--- config.mk ---
export PLATFORM = sky130hd
export DESIGN_NAME = run_controller
export DESIGN_NICKNAME = d
export VERILOG_FILES = /design/src/rtl/run_controller.sv
export SDC_FILE = /design/constraint.sdc
export NUM_CORES = 1
export LEC_CHECK = 0
export BUFFER_PORTS_ARGS = -buffer_cell sky130_fd_sc_hd__buf_2
export CAP_MARGIN = 15
export CORE_AREA = 5 5 84 86
export DETAILED_ROUTE_END_ITERATION = 10
export DIE_AREA = 0 0 89 91
export GPL_TIMING_DRIVEN = 0
export HOLD_SLACK_MARGIN = 0.15
export PLACE_DENSITY = 0.64
export SYNTH_ARGS = -nofsm -noshare
export SYNTH_HDL_FRONTEND = slang
export SYNTH_SLANG_ARGS = --single-unit
--- constraint.sdc ---
create_clock -name clk -period 4.4 [get_ports clk]
set_clock_uncertainty 0.15 [all_clocks]
set_input_delay 0.44 -clock clk [delete_from_list [all_inputs] [get_ports clk]]
set_output_delay 0.44 -clock clk [all_outputs]
set_load 0.1 [all_outputs]
--- src/rtl/run_controller.sv ---
// rtl/run_controller.sv - core run sequencer (reset hold, free/step run, cycle limit); trace FIFO built only with RUN_CTRL_TRACE_EN
module run_controller #(
    parameter int DATA_W      = 32,
    parameter int CNT_W       = 16,
    parameter int RST_HOLD    = 4,
    parameter int TRACE_DEPTH = 8
) (
    input  logic              clk,
    input  logic              reset,
    input  logic              start,
    input  logic              stop,
    input  logic              step_mode,
    input  logic              step,
    input  logic [CNT_W-1:0]  max_cycles,
    input  logic [DATA_W-1:0] alu_result,
    output logic              cpu_rst,
    output logic              cpu_en,
    output logic              busy,
    output logic              done,
    output logic [CNT_W-1:0]  cycle_count
`ifdef RUN_CTRL_TRACE_EN
    ,
    input  logic              trace_rd,
    output logic              trace_valid,
    output logic [DATA_W-1:0] trace_data,
    output logic              trace_ovf
`endif
);

    typedef enum logic [1:0] {IDLE, RSTSEQ, RUN, DONE} state_t;

    state_t             state;
    logic [7:0]         hold_cnt;
    logic [CNT_W-1:0]   count_inc;
    logic               limit_hit;
    logic               start_ok;
    logic               stop_ok;

    // Saturating increment, limit detection on the post-increment value, and command qualification
    always_comb begin
        count_inc = (cycle_count == {CNT_W{1'b1}}) ? cycle_count : cycle_count + CNT_W'(1);
        limit_hit = cpu_en && (max_cycles != '0) && (count_inc == max_cycles);
        start_ok  = start && ((state == IDLE) || (state == DONE));
        stop_ok   = stop && ((state == RSTSEQ) || (state == RUN));
    end

    // Run-control FSM; every output is a register updated alongside the state
    always_ff @(posedge clk or negedge reset) begin
        if (!reset) begin
            state       <= IDLE;
            hold_cnt    <= '0;
            cpu_rst     <= 1'b0;
            cpu_en      <= 1'b0;
            busy        <= 1'b0;
            done        <= 1'b0;
            cycle_count <= '0;
        end else begin
            // The enabled cycle finishing now is counted even if stop or the limit ends the run
            if (cpu_en) begin
                cycle_count <= count_inc;
            end
            case (state)
                IDLE, DONE: begin
                    if (start_ok) begin
                        state       <= RSTSEQ;
                        hold_cnt    <= 8'(RST_HOLD - 1);
                        cpu_rst     <= 1'b1;
                        busy        <= 1'b1;
                        done        <= 1'b0;
                        cycle_count <= '0;
                    end
                end
                RSTSEQ: begin
                    if (stop_ok) begin
                        state   <= DONE;
                        cpu_rst <= 1'b0;
                        busy    <= 1'b0;
                        done    <= 1'b1;
                    end else if (hold_cnt == 8'd0) begin
                        // Free run enables the core from the very first RUN cycle
                        state   <= RUN;
                        cpu_rst <= 1'b0;
                        cpu_en  <= !step_mode;
                    end else begin
                        hold_cnt <= hold_cnt - 8'd1;
                    end
                end
                RUN: begin
                    if (stop_ok || limit_hit) begin
                        state  <= DONE;
                        cpu_en <= 1'b0;
                        busy   <= 1'b0;
                        done   <= 1'b1;
                    end else begin
                        cpu_en <= step_mode ? step : 1'b1;
                    end
                end
                default: state <= IDLE;
            endcase
        end
    end

`ifdef RUN_CTRL_TRACE_EN
    localparam int AW = $clog2(TRACE_DEPTH);
    localparam int FW = AW + 1;

    logic [DATA_W-1:0] mem [TRACE_DEPTH];
    logic [AW-1:0]     wr_ptr;
    logic [AW-1:0]     rd_ptr;
    logic [AW-1:0]     rd_ptr_nxt;
    logic [FW-1:0]     fill;
    logic [FW-1:0]     fill_nxt;
    logic              full;
    logic              rd_ok;
    logic              wr_ok;
    logic              wr_drop;

    // A read frees the slot the same cycle, so a full buffer can still accept a write
    always_comb begin
        full       = (fill == FW'(TRACE_DEPTH));
        rd_ok      = trace_rd && (fill != '0);
        wr_ok      = cpu_en && (!full || rd_ok);
        wr_drop    = cpu_en && full && !rd_ok;
        rd_ptr_nxt = rd_ptr + AW'(rd_ok);
        fill_nxt   = fill + FW'(wr_ok) - FW'(rd_ok);
    end

    // Trace storage; contents need no reset since fill gates visibility
    always_ff @(posedge clk) begin
        if (wr_ok) begin
            mem[wr_ptr] <= alu_result;
        end
    end

    // Pointers, fill level, sticky overflow and the registered show-ahead head entry
    always_ff @(posedge clk or negedge reset) begin
        if (!reset) begin
            wr_ptr      <= '0;
            rd_ptr      <= '0;
            fill        <= '0;
            trace_valid <= 1'b0;
            trace_data  <= '0;
            trace_ovf   <= 1'b0;
        end else if (start_ok) begin
            wr_ptr      <= '0;
            rd_ptr      <= '0;
            fill        <= '0;
            trace_valid <= 1'b0;
            trace_data  <= '0;
            trace_ovf   <= 1'b0;
        end else begin
            if (wr_ok) begin
                wr_ptr <= wr_ptr + AW'(1);
            end
            rd_ptr      <= rd_ptr_nxt;
            fill        <= fill_nxt;
            trace_valid <= (fill_nxt != '0);
            if (wr_drop) begin
                trace_ovf <= 1'b1;
            end
            // The new head is the incoming word when nothing older survives this cycle
            if (fill_nxt == '0) begin
                trace_data <= '0;
            end else if (wr_ok && ((fill - FW'(rd_ok)) == '0)) begin
                trace_data <= alu_result;
            end else begin
                trace_data <= mem[rd_ptr_nxt];
            end
        end
    end
`else
    logic unused_alu;
    assign unused_alu = ^alu_result;
`endif

endmodule

==> Implementation_results.wiki <==
{| class="wikitable"
! Metric !! Value
|-
| Status || finished, final reports clean
|-
| First-pass GRT wire length || 11.2 mm
|-
| Root buffer selected by CTS || sky130_fd_sc_hd__clkbuf_8
|-
| Startpoint of the lowest-slack hold path || stop
|-
| Port-buffer cells || 41
|-
| Post-route clock period utilization || 0.838
|-
| Dominant synthesized flop cell || sky130_fd_sc_hd__dfrtp_1
|-
| RD Place Congestion || 0.929
|-
| Maximum number of pins on one net before global-route repair || 31
|-
| Most common library cell in the layout ignoring fill and taps || sky130_fd_sc_hd__buf_2
|-
| Worst setup SP type || flop
|-
| Number of unique standard cell types used by synthesis || 58
|-
| Via Count || 2418
|-
| Worst path setup slack after routing || 0.714 ns
|-
| Maximum achievable frequency || 0.271 GHz
|-
| Post-detail-place hpwl || 5.21 mm
|-
| Origin of the critical flop-to-flop path || cycle_count[1]
|-
| Initial core utilization || 0.390
|-
| CTS tree || done
|-
| Reported leakage power || 0.00122 uW
|-
| Area delta synth->final || 16.8%
|-
| Number of standard cells after synthesis || 295
|-
| Core box area || 0.00620 mm^2
|-
| Netlist Area Pre-Place || 0.00242 mm^2
|-
| Clock transition at the register clock pins on the worst setup and hold paths after CTS || 0.07 ns
|-
| Pre-Repair DR Iteration Count || 6
|-
| Routed WL per cell || 16.3 um
|-
| Worst slack at placement || 0.749 ns
|-
| Net count of the finished layout || 403
|-
| Number of max-cap violations || 0
|-
| Average cell area after synthesis || 8.20 um^2
|-
| Initial antenna violation count || 0
|-
| Overall routing resource usage || 0.173
|-
| Die X || 89 um
|-
| Post-layout min period || 3.69 ns
|-
| Timing startpoint of the critical path || cycle_count[1]
|-
| Number of placement rows || 29
|-
| Clock buffer count from CTS || 5
|-
| Max Transition Viols Final || 0
|-
| Total detailed-routing wirelength || 6.90 mm
|-
| Type of the tightest min-delay check || in2reg
|-
| Data required time of the critical path || 4.42 ns
|-
| Filler-free cell count of the finished design || 422
|-
| Number of diodes added for antenna fixing || 0
|-
| Total congestion overflow || 0
|-
| Setup repair after global routing missed its margin || false
|-
| I/O pin total || 74
|-
| Post-synthesis register bit count || 30
|-
| H-tree lvl count || 2
|-
| Maximum clock insertion buffer count || 2
|-
| Remaining antenna violation count after routing || 0
|-
| Power density cells || 525 mW/mm^2
|-
| Number of placed cells counting well taps || 413
|-
| Endpoint of the most critical register-to-register path || cpu_en
|-
| Number of nets in the synthesized netlist || 354
|-
| Commonest cells after routing, fill and taps aside || sky130_fd_sc_hd__buf_2 (45), sky130_fd_sc_hd__nor2_1 (39), sky130_fd_sc_hd__dfrtp_1 (30)
|-
| Count of final setup violators || 0
|-
| Die boundary height || 91 um
|-
| Fraction of layout instances using a drive strength above 1 || 0.186
|-
| Worst Path Arrival || 3.70 ns
|-
| Slew margin rel. || 0.484
|-
| Sum of negative setup slack || 0 ns
|-
| Source-to-sink clock delay at the later pin of the worst-skew pair || 0.28 ns
|-
| Via count of the first global-routing pass || 2302
|-
| Share of synthesized area occupied by flip-flops and latches || 0.310
|-
| Core occupancy in the finished layout || 0.456
|-
| Total Die Area || 0.00810 mm^2
|-
| DRT iter0 DRCs || 172
|-
| End of the critical path || cpu_en
|-
| Final-report hold violation count || 0
|-
| Critical path start-end classification || reg2reg
|-
| Setup slack on the worst flop-to-flop path || 0.71 ns
|-
| Number of flops mapped to enable cells by yosys || 0
|-
| Ys async rst share || 1.00
|-
| Worst Setup End Kind || flop
|-
| Average via count per standard cell || 5.73
|-
| Clock sink count || 30
|-
| Worst-margin pin slew || 0.767 ns
|-
| Number of cell instances on the worst register-to-register path || 9
|-
| Detailed-route DRC error count || 0
|-
| Max Fanout on Critical Path || 8
|-
| Filler Cell Count || 643
|-
| Highest ir drop seen on vdd || 0.477 mV
|-
| Warnings from Yosys || 0
|-
| Post-CTS Setup Inserts || 0
|}
report_power, final:
group	internal (uW)	switching [uW]	leakage, uW
Combinational	234	631	0.000783
Clock	126	114	0.0000472
Sequential	332	46.9	0.000388
Total	692	791	0.00122
state kept, by name, summed over array words and instances (netlist names):
signal       count
busy             1
cpu_en           1
cpu_rst          1
cycle_count     16
done             1
hold_cnt         8
state            2
worst max-delay path: stages (launching register included):
cell	delay [ns]
sky130_fd_sc_hd__dfrtp_1	0.47
sky130_fd_sc_hd__ha_1	0.33
sky130_fd_sc_hd__nand4_1	0.21
sky130_fd_sc_hd__nor4_2	0.58
sky130_fd_sc_hd__o311ai_0	0.20
sky130_fd_sc_hd__o311a_1	0.17
sky130_fd_sc_hd__or4_4	0.51
sky130_fd_sc_hd__o41ai_4	0.47
sky130_fd_sc_hd__nor3_1	0.10
sky130_fd_sc_hd__o32a_1	0.37
layer usage:
metal | track usage | share of wire | vias up
met1 | 0.232 | 0.44 | 1124
met4 | 0.0434 | 0.018 | 0
li1 | - | - | 1182
met3 | 0.0380 | 0.083 | 14
met2 | 0.282 | 0.46 | 98
met5 | 0 | 0 | -
stage by stage:
| step | total power [uW] | hold WS [ns] | area (um^2) |
|---|---|---|---|
| 6_report | 1480 | 0.333 | 2830 |
| 5_1_grt | 1590 | 0.362 | 2830 |
| 4_1_cts | 1490 | 0.327 | 2830 |
| 3_5_place_dp | 1250 | 0.365 | 2720 |
| 3_3_place_gp | 1230 | 0.357 | 2720 |
| 2_1_floorplan | 1050 | -0.00559 | 2420 |
area by class of cell:
| type | instances | area (um^2) | share of cell area |
|---|---|---|---|
| Timing Repair Buffer | 42 | 215 | 0.0761 |
| Multi-Input combinational cell | 239 | 1550 | 0.547 |
| Clock inverter | 2 | 12.5 | 0.00443 |
| Inverter | 9 | 33.8 | 0.0120 |
| Buffer | 17 | 88.8 | 0.0314 |
| Tap cell | 77 | 96.3 | 0.0341 |
| Sequential cell | 30 | 751 | 0.266 |
| Clock buffer | 6 | 82.6 | 0.0292 |
worst min path at each step:
stage	endpoint	slack, ns	depth (start not counted)
CTS	busy	0.33	3
global placement	cpu_rst	0.36	2
detailed placement	cpu_rst	0.37	2
floorplan	busy	-0.006	0
finish	busy	0.33	3
global route	busy	0.36	3
cell families after synthesis:
logic type	after synthesis	share of synthesized area
flip-flops	30	0.310
adder cells (fa/ha/maj)	5	0.0259
buffers and inverters	26	0.0507
AO/OA/AOI/OAI	63	0.187
multiplexers	3	0.0124
AND/OR/NAND/NOR	139	0.309
XOR/XNOR	29	0.105
what timing repair did:
| action | 4_1_cts | 5_1_grt |
|---|---|---|
| hold buffers | 1 | 0 |
| hold endpoints to repair | 30 | 0 |
| resized for setup | 0 | 0 |
synth_stat cells, types with 3 or more instances:
library cell,instances,area (um^2)
sky130_fd_sc_hd__nor2_1,39,146
sky130_fd_sc_hd__dfrtp_1,30,751
sky130_fd_sc_hd__nand2_1,23,86.3
sky130_fd_sc_hd__xnor2_1,18,158
sky130_fd_sc_hd__a21oi_1,15,75.1
sky130_fd_sc_hd__nand3_1,15,75.1
sky130_fd_sc_hd__o21ai_0,13,65.1
sky130_fd_sc_hd__nand4_1,11,68.8
sky130_fd_sc_hd__xor2_1,11,96.3
sky130_fd_sc_hd__inv_1,9,33.8
sky130_fd_sc_hd__nor4_1,9,56.3
sky130_fd_sc_hd__nor3_1,8,40.0
sky130_fd_sc_hd__clkbuf_1,6,22.5
sky130_fd_sc_hd__and3_1,5,31.3
sky130_fd_sc_hd__buf_4,5,37.5
sky130_fd_sc_hd__ha_1,5,62.6
sky130_fd_sc_hd__nand2b_1,5,31.3
sky130_fd_sc_hd__a211oi_1,4,30.0
sky130_fd_sc_hd__buf_2,4,20.0
sky130_fd_sc_hd__nor2b_1,4,25.0
sky130_fd_sc_hd__a31oi_1,3,18.8
sky130_fd_sc_hd__and2_1,3,18.8
sky130_fd_sc_hd__and4_1,3,26.3
sky130_fd_sc_hd__mux2i_1,3,30.0
sky130_fd_sc_hd__o2111ai_1,3,26.3
sky130_fd_sc_hd__or3_1,3,18.8
Power figures use the tool's default switching activity.
